## config.mk

```make
export PLATFORM = sky130hd
export DESIGN_NAME = sdram_arbiter_flat
export DESIGN_NICKNAME = d
export VERILOG_FILES = /design/src/rtl/acappella_pkg.sv /design/src/rtl/sdram_arbiter_if.sv /design/src/rtl/rr_picker.sv /design/src/rtl/sdram_arbiter.sv /design/src/flat_wrapper.sv
export SDC_FILE = /design/constraint.sdc
export NUM_CORES = 1
export LEC_CHECK = 0
export CAP_MARGIN = 20
export CORE_MARGIN = 2
export CORE_UTILIZATION = 40
export DETAILED_ROUTE_END_ITERATION = 16
export PLACE_DENSITY = 0.94
export SLEW_MARGIN = 10
export SYNTH_ARGS = -nofsm -noshare
export SYNTH_HDL_FRONTEND = slang
export SYNTH_SLANG_ARGS = --single-unit
```

## constraint.sdc

```tcl
create_clock -name i_clk -period 4.6 [get_ports i_clk]
set_input_delay 0.46 -clock i_clk [delete_from_list [all_inputs] [get_ports i_clk]]
set_output_delay 0.46 -clock i_clk [all_outputs]
set_load 0.1 [all_outputs]
```

## src/rtl/acappella_pkg.sv

```systemverilog
// Shared constants, client indices and arbiter state encoding for the SDRAM arbiter.
// Latency: n/a (declarations only).
// Backpressure: n/a.
package acappella_pkg;

   localparam int N_CLIENTS    = 5;
   localparam int SDRAM_ADDR_W = 23;
   localparam int SAMPLE_W     = 16;
   localparam int PTR_W        = $clog2(N_CLIENTS);

   localparam int CLI_LOAD   = 0;
   localparam int CLI_MIX    = 1;
   localparam int CLI_PITCH  = 2;
   localparam int CLI_RECORD = 3;
   localparam int CLI_PLAY   = 4;

   typedef enum logic [1:0] {
      ST_IDLE  = 2'd0,
      ST_ISSUE = 2'd1,
      ST_DONE  = 2'd2
   } arb_state_t;

   // One-hot to binary index; returns 0 for an all-zero vector
   function automatic logic [PTR_W-1:0] onehot_idx(input logic [N_CLIENTS-1:0] oh);
      logic [PTR_W-1:0] idx;
      idx = '0;
      for (int i = 0; i < N_CLIENTS; i++) begin
         if (oh[i]) idx = PTR_W'(i);
      end
      return idx;
   endfunction

endpackage

```

## src/rtl/sdram_arbiter_if.sv

```systemverilog
// Bundle of client request/response signals and the single SDRAMBus command port.
// Latency: n/a (wiring only).
// Backpressure: clients hold requests until their finished pulse; SDRAM paces via sdram_finished.
interface sdram_arbiter_if;
   import acappella_pkg::*;

   logic [N_CLIENTS-1:0]                   cli_read;
   logic [N_CLIENTS-1:0]                   cli_write;
   logic [N_CLIENTS-1:0][SDRAM_ADDR_W-1:0] cli_addr;
   logic [N_CLIENTS-1:0][SAMPLE_W-1:0]     cli_writedata;
   logic [SAMPLE_W-1:0]                    cli_readdata;
   logic [N_CLIENTS-1:0]                   cli_finished;
   logic [N_CLIENTS-1:0]                   grant;

   logic                                   sdram_read;
   logic                                   sdram_write;
   logic [SDRAM_ADDR_W-1:0]                sdram_addr;
   logic [SAMPLE_W-1:0]                    sdram_writedata;
   logic [SAMPLE_W-1:0]                    sdram_readdata;
   logic                                   sdram_finished;

   // Arbiter view
   modport master (
      input  cli_read, cli_write, cli_addr, cli_writedata,
      input  sdram_readdata, sdram_finished,
      output cli_readdata, cli_finished, grant,
      output sdram_read, sdram_write, sdram_addr, sdram_writedata
   );

   // Environment view: the clients plus SDRAMBus
   modport slave (
      output cli_read, cli_write, cli_addr, cli_writedata,
      output sdram_readdata, sdram_finished,
      input  cli_readdata, cli_finished, grant,
      input  sdram_read, sdram_write, sdram_addr, sdram_writedata
   );

endinterface

```

## src/rtl/rr_picker.sv

```systemverilog
// Combinational round-robin picker: first requester at or after ptr (wrapping) wins.
// Latency: 0 cycles (pure combinational).
// Backpressure: none; valid low when no request is present.
module rr_picker
   import acappella_pkg::*;
#(
   parameter int N  = N_CLIENTS,
   parameter int PW = $clog2(N)
) (
   input  logic [N-1:0]  req,
   input  logic [PW-1:0] ptr,
   output logic [N-1:0]  winner,
   output logic          valid
);

   logic [PW:0] idx;

   // Walk N slots starting at ptr; the first requesting slot is granted
   always_comb begin
      winner = '0;
      valid  = 1'b0;
      idx    = '0;
      for (int i = 0; i < N; i++) begin
         idx = {1'b0, ptr} + (PW+1)'(i);
         if (idx >= (PW+1)'(N)) idx = idx - (PW+1)'(N);
         if (!valid && req[idx[PW-1:0]]) begin
            winner[idx[PW-1:0]] = 1'b1;
            valid               = 1'b1;
         end
      end
   end

endmodule

```

## src/rtl/sdram_arbiter.sv

```systemverilog
// Grants one client at a time onto SDRAMBus; returns read data and a one-cycle finished pulse.
// Latency: command from T+1 after request; finished pulse one cycle after sdram_finished.
// Backpressure: requests held until finished; optional ARB_RT_PRIORITY_EN favours clients 3/4.
module sdram_arbiter
   import acappella_pkg::*;
(
   input  logic                i_clk,
   input  logic                i_rst,
   sdram_arbiter_if.master     bus
);

   arb_state_t                 state_q, state_d;
   logic [PTR_W-1:0]           ptr_q;
   logic [N_CLIENTS-1:0]       owner_q;
   logic                       op_wr_q;
   logic [SDRAM_ADDR_W-1:0]    addr_q;
   logic [SAMPLE_W-1:0]        wdata_q;
   logic [SAMPLE_W-1:0]        rdata_q;

   logic [N_CLIENTS-1:0]       req;
   logic [N_CLIENTS-1:0]       req_pick;
   logic [N_CLIENTS-1:0]       winner;
   logic                       win_vld;
   logic [PTR_W-1:0]           win_idx;
   logic [PTR_W-1:0]           ptr_nxt;
   logic [SDRAM_ADDR_W-1:0]    sel_addr;
   logic [SAMPLE_W-1:0]        sel_wdata;
   logic                       take;

   assign req = bus.cli_read | bus.cli_write;

`ifdef ARB_RT_PRIORITY_EN
   // Real-time clients (record/play) shut out the rest whenever either is asking
   always_comb begin
      req_pick = req;
      if (req[CLI_RECORD] || req[CLI_PLAY]) begin
         req_pick = '0;
         req_pick[CLI_RECORD] = req[CLI_RECORD];
         req_pick[CLI_PLAY]   = req[CLI_PLAY];
      end
   end
`else
   assign req_pick = req;
`endif

   rr_picker #(
      .N  (N_CLIENTS),
      .PW (PTR_W)
   ) u_picker (
      .req    (req_pick),
      .ptr    (ptr_q),
      .winner (winner),
      .valid  (win_vld)
   );

   assign win_idx = onehot_idx(winner);
   assign ptr_nxt = (win_idx == PTR_W'(N_CLIENTS - 1)) ? '0 : win_idx + 1'b1;
   assign take    = (state_q == ST_IDLE) && win_vld;

   // Select the winner's address and write data for latching
   always_comb begin
      sel_addr  = '0;
      sel_wdata = '0;
      for (int i = 0; i < N_CLIENTS; i++) begin
         if (winner[i]) begin
            sel_addr  = bus.cli_addr[i];
            sel_wdata = bus.cli_writedata[i];
         end
      end
   end

   // State register
   always_ff @(posedge i_clk or negedge i_rst) begin
      if (!i_rst) state_q <= ST_IDLE;
      else        state_q <= state_d;
   end

   // Next-state: one transaction in flight, one DONE cycle for the client to drop its request
   always_comb begin
      state_d = state_q;
      case (state_q)
         ST_IDLE:  if (win_vld) state_d = ST_ISSUE;
         ST_ISSUE: if (bus.sdram_finished) state_d = ST_DONE;
         ST_DONE:  state_d = ST_IDLE;
         default:  state_d = ST_IDLE;
      endcase
   end

   // Latch the granted transaction, advance the pointer, capture read data
   always_ff @(posedge i_clk or negedge i_rst) begin
      if (!i_rst) begin
         ptr_q   <= '0;
         owner_q <= '0;
         op_wr_q <= 1'b0;
         addr_q  <= '0;
         wdata_q <= '0;
         rdata_q <= '0;
      end else begin
         if (take) begin
            ptr_q   <= ptr_nxt;
            owner_q <= winner;
            op_wr_q <= |(bus.cli_write & winner);
            addr_q  <= sel_addr;
            wdata_q <= sel_wdata;
         end
         if (state_q == ST_ISSUE && bus.sdram_finished && !op_wr_q) begin
            rdata_q <= bus.sdram_readdata;
         end
      end
   end

   // Outputs decoded from registers only, so nothing from cli_* reaches sdram_* combinationally
   always_comb begin
      bus.grant           = (state_q == ST_ISSUE) ? owner_q : '0;
      bus.cli_finished    = (state_q == ST_DONE)  ? owner_q : '0;
      bus.sdram_read      = (state_q == ST_ISSUE) && !op_wr_q;
      bus.sdram_write     = (state_q == ST_ISSUE) &&  op_wr_q;
      bus.sdram_addr      = addr_q;
      bus.sdram_writedata = wdata_q;
      bus.cli_readdata    = rdata_q;
   end

endmodule
```

## src/flat_wrapper.sv

```systemverilog
// flat-port wrapper written by rule: the top's interface ports become plain ports
module sdram_arbiter_flat import acappella_pkg::*;
  (i_clk, i_rst, bus_cli_read, bus_cli_write, bus_cli_addr, bus_cli_writedata, bus_sdram_readdata, bus_sdram_finished, bus_cli_readdata, bus_cli_finished, bus_grant, bus_sdram_read, bus_sdram_write, bus_sdram_addr, bus_sdram_writedata);
  sdram_arbiter_if bus_i ();
  input  logic i_clk;
  input  logic i_rst;
  input wire logic [$bits(bus_i.cli_read)-1:0] bus_cli_read;
  input wire logic [$bits(bus_i.cli_write)-1:0] bus_cli_write;
  input wire logic [$bits(bus_i.cli_addr)-1:0] bus_cli_addr;
  input wire logic [$bits(bus_i.cli_writedata)-1:0] bus_cli_writedata;
  input wire logic [$bits(bus_i.sdram_readdata)-1:0] bus_sdram_readdata;
  input wire logic [$bits(bus_i.sdram_finished)-1:0] bus_sdram_finished;
  output wire logic [$bits(bus_i.cli_readdata)-1:0] bus_cli_readdata;
  output wire logic [$bits(bus_i.cli_finished)-1:0] bus_cli_finished;
  output wire logic [$bits(bus_i.grant)-1:0] bus_grant;
  output wire logic [$bits(bus_i.sdram_read)-1:0] bus_sdram_read;
  output wire logic [$bits(bus_i.sdram_write)-1:0] bus_sdram_write;
  output wire logic [$bits(bus_i.sdram_addr)-1:0] bus_sdram_addr;
  output wire logic [$bits(bus_i.sdram_writedata)-1:0] bus_sdram_writedata;
  assign bus_i.cli_read = bus_cli_read;
  assign bus_i.cli_write = bus_cli_write;
  assign bus_i.cli_addr = bus_cli_addr;
  assign bus_i.cli_writedata = bus_cli_writedata;
  assign bus_i.sdram_readdata = bus_sdram_readdata;
  assign bus_i.sdram_finished = bus_sdram_finished;
  assign bus_cli_readdata = bus_i.cli_readdata;
  assign bus_cli_finished = bus_i.cli_finished;
  assign bus_grant = bus_i.grant;
  assign bus_sdram_read = bus_i.sdram_read;
  assign bus_sdram_write = bus_i.sdram_write;
  assign bus_sdram_addr = bus_i.sdram_addr;
  assign bus_sdram_writedata = bus_i.sdram_writedata;
  sdram_arbiter u_core (.i_clk(i_clk), .i_rst(i_rst), .bus(bus_i));
endmodule
```

# --- Yosys cells after proc, flatten, opt, wreduce, memory -nomap -nowiden ---
# Cells that the tools add are included.
word_totals:
  out_inout_bits: 67
  regBits: 66
op_classes:
  n_lt_le_gt_ge: 15
  bitwise_logic: 6
  reduce_logical: 22
  n_mux: 55
  addsub: 10
  eq_ne: 5
ops:
  columns: ["operator", "n"]
  rows:
  - ["$mux W23", 5]
  - ["$mux W16", 5]
  - ["$mux W5", 7]
  - ["$mux W3", 9]
  - ["$or A5 B5 Y5", 5]
  - ["$lt A3 B4 Y1 const B", 5]
  - ["$ge A4 B3 Y1 const B", 4]
  - ["$mux W1", 16]
  - ["$bmux W1 S3", 5]
  - ["$demux W1 S3", 5]
  - ["$ge A3 B1 Y1 const B", 5]
  - ["$sub A3 B3 Y3 const B", 5]
  - ["$logic_and A1 B1 Y1", 14]
  - ["$add A3 B2 Y4 const B", 2]
  - ["$and A5 B5 Y5", 1]
  - ["$logic_not A1 Y1", 5]
  - ["$reduce_or A5 Y1", 1]
  - ["$add A3 B1 Y4 const B", 1]
  - ["$add A3 B3 Y4 const B", 1]
  - ["$mux W2", 2]
  - ["$pmux W2 S2", 1]
  - ["$add A3 B1 Y3 const B", 1]
  - ["$eq A3 B3 Y1 const B", 1]
  - ["$ge A3 B3 Y1 const B", 1]
  - ["other kinds (6)", 6]

# --- Logic depth before layout (Yosys ltp) ---
# Gate-level depths: netlist (run 1).
depth:
  depth_word: 23
  mapped_depth: 19

# --- Hierarchy ---
# A second synthesis (run 1) with hierarchy kept.
hier_totals:
  hier_cells: 604
  area_unflattened_um2: 5332.6
by_module_without_submodules:
  columns: ["module", "seq_area_each_um2", "instances", "area_each_um2", "cells_per_inst"]
  rows:
  - ["sdram_arbiter", 1651.6, 1, 4003.8, 422]
  - ["rr_picker", 0.0, 1, 1328.8, 182]

# --- Least setup slack after synthesis (run 1) ---
# Ideal clock, no wire load.
synth_path:
  path_kind: "reg2reg"
  from: "register u_core.ptr_q[0]"
  to: "register u_core.ptr_q[2]"
  setup_slack_ns: 0.784
  n_path_buf: 3
  required_time_ns: 4.466
  stages_incl_launch_ff: 19
  t_arrival_ns: 3.682
  path_cell_list: "dfrtp_1 -> buf_2 -> inv_2 -> ha_1 -> inv_1 -> fa_1 -> clkbuf_1 -> nor4_1 -> o22ai_1 -> a21boi_4 -> nor3_4 -> a221oi_2 -> o21bai_2 -> buf_4 -> or2_1 -> ha_1 -> ha_1 -> nand2_1 -> o21ai_0"
synth_between:
  elab_chain_len: 23
synth_rtl:
  columns: ["item", "line_no", "text"]
  rows:
  - ["start: declaration", "sdram_arbiter.sv:13", "logic [PTR_W-1:0] ptr_q;"]
  - ["start signal: assignment", "sdram_arbiter.sv:100", "ptr_q <= ptr_nxt;"]
  - ["parallel branches: the longest is 16 deep, another holds $add A3 B1 Y4", null, null]
  - ["$mux W5 *", "rr_picker.sv:26", "if (!valid && req[idx[PW-1:0]]) begin"]
  - ["$mux W1", "acappella_pkg.sv:28", "if (oh[i]) idx = PTR_W'(i);"]
  - ["$mux W3 (2 in a row)", "acappella_pkg.sv:28", null]
  - ["$mux W3 *", "acappella_pkg.sv:28", null]
  - ["$add A3 B1 Y3 or $eq A3 B3 Y1 (tied branches)", "sdram_arbiter.sv:57", "assign ptr_nxt = (win_idx == PTR_W'(N_CLIENTS - 1)) ? '0 : win_idx + 1'b1;"]
  - ["$mux W3 *", "sdram_arbiter.sv:57", null]
  - ["via u_core.ptr_nxt[2]", "sdram_arbiter.sv:25", "logic [PTR_W-1:0] ptr_nxt;"]
# Mark *: on every way through the listed nets, which the timed path passes. The select of a mux whose other input is x is not followed.
# A chain may end at the register's enable or synchronous reset.

# --- Worst setup path after layout (run 1) ---
layout_path:
  from: "register u_core.ptr_q[0]"
  to: "register u_core.wdata_q[13], in the netlist u_core.bus.sdram_writedata[13]"
layout_between:
  elab_chain_len: 22
layout_rtl:
  columns: ["item", "line_no", "text"]
  rows:
  - ["parallel branches: the longest is 22 deep, another holds $add A3 B1 Y4", null, null]
  - ["end signal: assignment", "sdram_arbiter.sv:104", "wdata_q <= sel_wdata;"]
  - ["end: declaration", "sdram_arbiter.sv:17", "logic [SAMPLE_W-1:0] wdata_q;"]
# Parallel ways; which one is timed is not known. The select of a mux whose other input is x is not followed.

==> results of run 1 <==
-- cells by family after synthesis --
| kind of cell | share of synthesized area, % |
|---|---|
| compound gates | 39.8 |
| xor+xnor | 0.169 |
| mux | 5.52 |
| flops | 31.8 |
| simple gates | 13.5 |
| fa+ha+maj | 2.80 |
| buf+inv | 6.43 |
-- how the worst min path moves through the flow --
stage                     startpoint                     endpoint  slack, ns  depth (start not counted)
final                          i_rst  u_core.bus.cli_readdata[11]       0.04                          1
after global routing           i_rst  u_core.bus.cli_readdata[11]       0.05                          1
after floorplan                i_rst   u_core.bus.cli_readdata[0]       0.16                          0
after detailed placement       i_rst  u_core.bus.cli_readdata[11]       0.38                          1
after CTS                      i_rst  u_core.bus.cli_readdata[11]       0.04                          1
after global placement         i_rst  u_core.bus.cli_readdata[11]       0.38                          1
-- synth_stat cells, types with 4 or more instances --
| master | n | area [µm²] |
|---|---|---|
| a211oi_1 | 6 | 45.0 |
| a21boi_0 | 4 | 30.0 |
| a21oi_1 | 51 | 255 |
| a221oi_1 | 4 | 35.0 |
| a221oi_2 | 36 | 541 |
| a22oi_1 | 40 | 300 |
| a31oi_1 | 7 | 43.8 |
| and2_1 | 16 | 100 |
| and3_1 | 4 | 25.0 |
| buf_2 | 15 | 75.1 |
| buf_4 | 12 | 90.1 |
| buf_6 | 7 | 78.8 |
| clkbuf_1 | 10 | 37.5 |
| dfrtp_1 | 66 | 1650 |
| ha_1 | 10 | 125 |
| inv_1 | 10 | 37.5 |
| mux2_2 | 21 | 236 |
| mux2i_1 | 5 | 50.1 |
| nand2_1 | 18 | 67.6 |
| nand2b_1 | 6 | 37.5 |
| nand3_1 | 7 | 35.0 |
| nor2_1 | 19 | 71.3 |
| nor2b_1 | 12 | 75.1 |
| nor3_1 | 7 | 35.0 |
| nor4_1 | 7 | 43.8 |
| o211ai_1 | 7 | 52.6 |
| o21a_1 | 4 | 30.0 |
| o21ai_0 | 12 | 60.1 |
| o22ai_1 | 41 | 257 |
-- flip-flops by register name, summed over array words and instances (netlist names) --
signal	cells
u_core.op_wr_q	1
u_core.owner_q	5
u_core.bus.sdram_writedata	16
u_core.ptr_q	3
u_core.bus.sdram_addr	23
u_core.bus.cli_readdata	16
u_core.state_q	2
-- layout make-up --
| class | count | area, µm² | share of cell area, % |
|---|---|---|---|
| Inverter | 12 | 45.0 | 0.524 |
| Clock inverter | 6 | 82.6 | 0.962 |
| Multi-Input combinational cell | 410 | 3230 | 37.6 |
| Timing Repair Buffer | 316 | 3140 | 36.6 |
| Tap cell | 172 | 215 | 2.51 |
| Sequential cell | 66 | 1650 | 19.2 |
| Clock buffer | 9 | 225 | 2.62 |
-- metrics by stage --
step	setup WS [ns]	hold slack [ns]	utilization, %	std cells	area, µm²
4_1_cts	0.523	0.0377	67.8	991	8590
3_5_place_dp	0.543	0.384	65.4	976	8280
5_1_grt	0.168	0.0503	67.8	991	8590
3_3_place_gp	0.663	0.375	65.4	976	8280
2_1_floorplan	0.784	0.164	-	534	5190
6_report	0.471	0.0354	67.8	991	8590
-- worst max-delay path, stage by stage, from the launching register on --
cell and delay [ns]:
dfrtp_1 0.38, inv_2 0.12, ha_1 0.19, inv_1 0.07, fa_1 0.58, nor2b_1 0.35
o21ai_0 0.15, a32o_1 0.31, nor2_2 0.26, nor3_4 0.12, a311oi_4 0.37, nand3_2 0.41
buf_12 0.32, a221oi_2 0.23, a21oi_1 0.12
-- layout by cell type, fill, tap and decap left out, types with 6 or more instances in the layout --
| master | netlist | final |
|---|---|---|
| dfrtp_1 | 66 | 66 |
| clkdlybuf4s50_1 | 0 | 289 |
| a21oi_1 | 51 | 51 |
| a211oi_1 | 6 | 6 |
| nand3_1 | 7 | 7 |
| ha_1 | 10 | 10 |
| a22oi_1 | 40 | 40 |
| buf_4 | 12 | 22 |
| a31oi_1 | 7 | 7 |
| inv_1 | 10 | 10 |
| o22ai_1 | 41 | 41 |
| mux2_2 | 21 | 21 |
| o211ai_1 | 7 | 7 |
| nor2_1 | 19 | 19 |
| clkbuf_16 | 0 | 9 |
| and2_1 | 16 | 16 |
| o21ai_0 | 12 | 12 |
| nand2b_1 | 6 | 6 |
| nand2_1 | 18 | 18 |
| a221oi_2 | 36 | 36 |
| nor4_1 | 7 | 7 |
| nor2b_1 | 12 | 12 |
| nor3_1 | 7 | 7 |
-- layer usage --
metal / GRT usage (%) / vias up
met2: 57.0 / 382
met3: 8.77 / 64
li1: - / 2697
met4: 12.0 / 0
met1: 35.9 / 2845
met5: 0 / -
==> results.tsv, run 1 <==
metric	value	unit
Worst R2R Setup Slack	0.47	ns
first-pass iteration count of the detailed router	6	
setup TNS	0	ns
number of max-cap violations	0	
CTS max path bufs	2	
crit path DAT	4.32	ns
Final nets	1050	
first-pass GRT wire length	34700	µm
wire per inst	22.6	µm
post-CTS setup buffer count	0	
Clock Sinks	66	
predominant post-synthesis flop cell	dfrtp_1	
Setup Viol. Count Final	0	
fmax	242	MHz
Worst Reg2Reg Path Length in Cells	14	
post-route ant nets	0	
worst slew pin tran	1.07	ns
relative slew slack	28.4	%
clock latency at the later pin of the worst-skew pair	0.33	ns
crit end category	flip-flop	
synthesized flop and latch total	66	
Total GRT Usage	31.8	%
Final Slew Violations	0	
gpl congestion	0.989	
Fillers	963	
Crit Path Category	reg2reg	
clock-pin transition on the worst setup and hold timing paths	0.06	ns
minimum clock period	4.13	ns
PortBufs	290	
layout cells sized above 1	15.3	%
Post-synth EDFFs	0	
Core ar.	12700	µm²
total CTS buffers	9	
largest net degree at the start of global routing	52	
Initial Utilization	41.0	%
Hold Buf Count CTS	0	
initial antenna violation count	0	
die area	13900	µm²
CTS-repair resized insts	0	
crit path max fanout	14	
DRC Markers	0	
final hold viol count	0	
Crit Reg-Reg Endpoint	u_core.bus.sdram_writedata[13]	
# rows	41	
detailed-routed wire length on met3	2040	µm
Avg Synthesized Cell Area	9.72	µm²
Critical Path Start	u_core.ptr_q[0]	
Mapped Area	5190	µm²
Syn. warnings	0	
ANT cells	0	
met2 WL post-DR	11400	µm
register area share after synthesis	31.8	%
Tcrit/Tclk final	89.8	%
min-delay worst type	in2async	
Max Clock Skew	0.00523	ns
FFs w/ async S/R, synth	100	%
Synth cell types	80	
drt initial violations	489	
via/cell ratio	6.04	
GRT overflow	0	
width of the die	118	µm
Ports	291	
CP Data Required Time	4.80	ns
met1 wire length	8140	µm
CTS tree	built	
status	completed	
Post-DP HPWL	17700	µm
CTS H-tree depth	3	
DRT Wirelength	22400	µm
Syn Inst Count	534	
RSZ-0062 raised after global routing	false	
Synthesized Nets	769	
CP Launch Type	flip-flop	
area grow syn2layout	65.4	%
vias in the first global route	6122	
Die H	118	µm
routed via count	5988	
top layer in use	met4	
CTS Root Cell	clkbuf_16	
worst r2r src	u_core.ptr_q[0]	
crit path to	u_core.bus.sdram_writedata[13]	
Power of run 1 is not shown: default switching activity piles up to over one toggle a cycle in this logic, so the estimate is an artifact.
==> run 2: changes to the inputs <==
CTS_CLUSTER_SIZE = 20   (was unset)
==> results of run 2 <==
Same layout as run 1: the final DEF is identical, and so are final timing and power.
Power of run 2 is left out for the same reason.
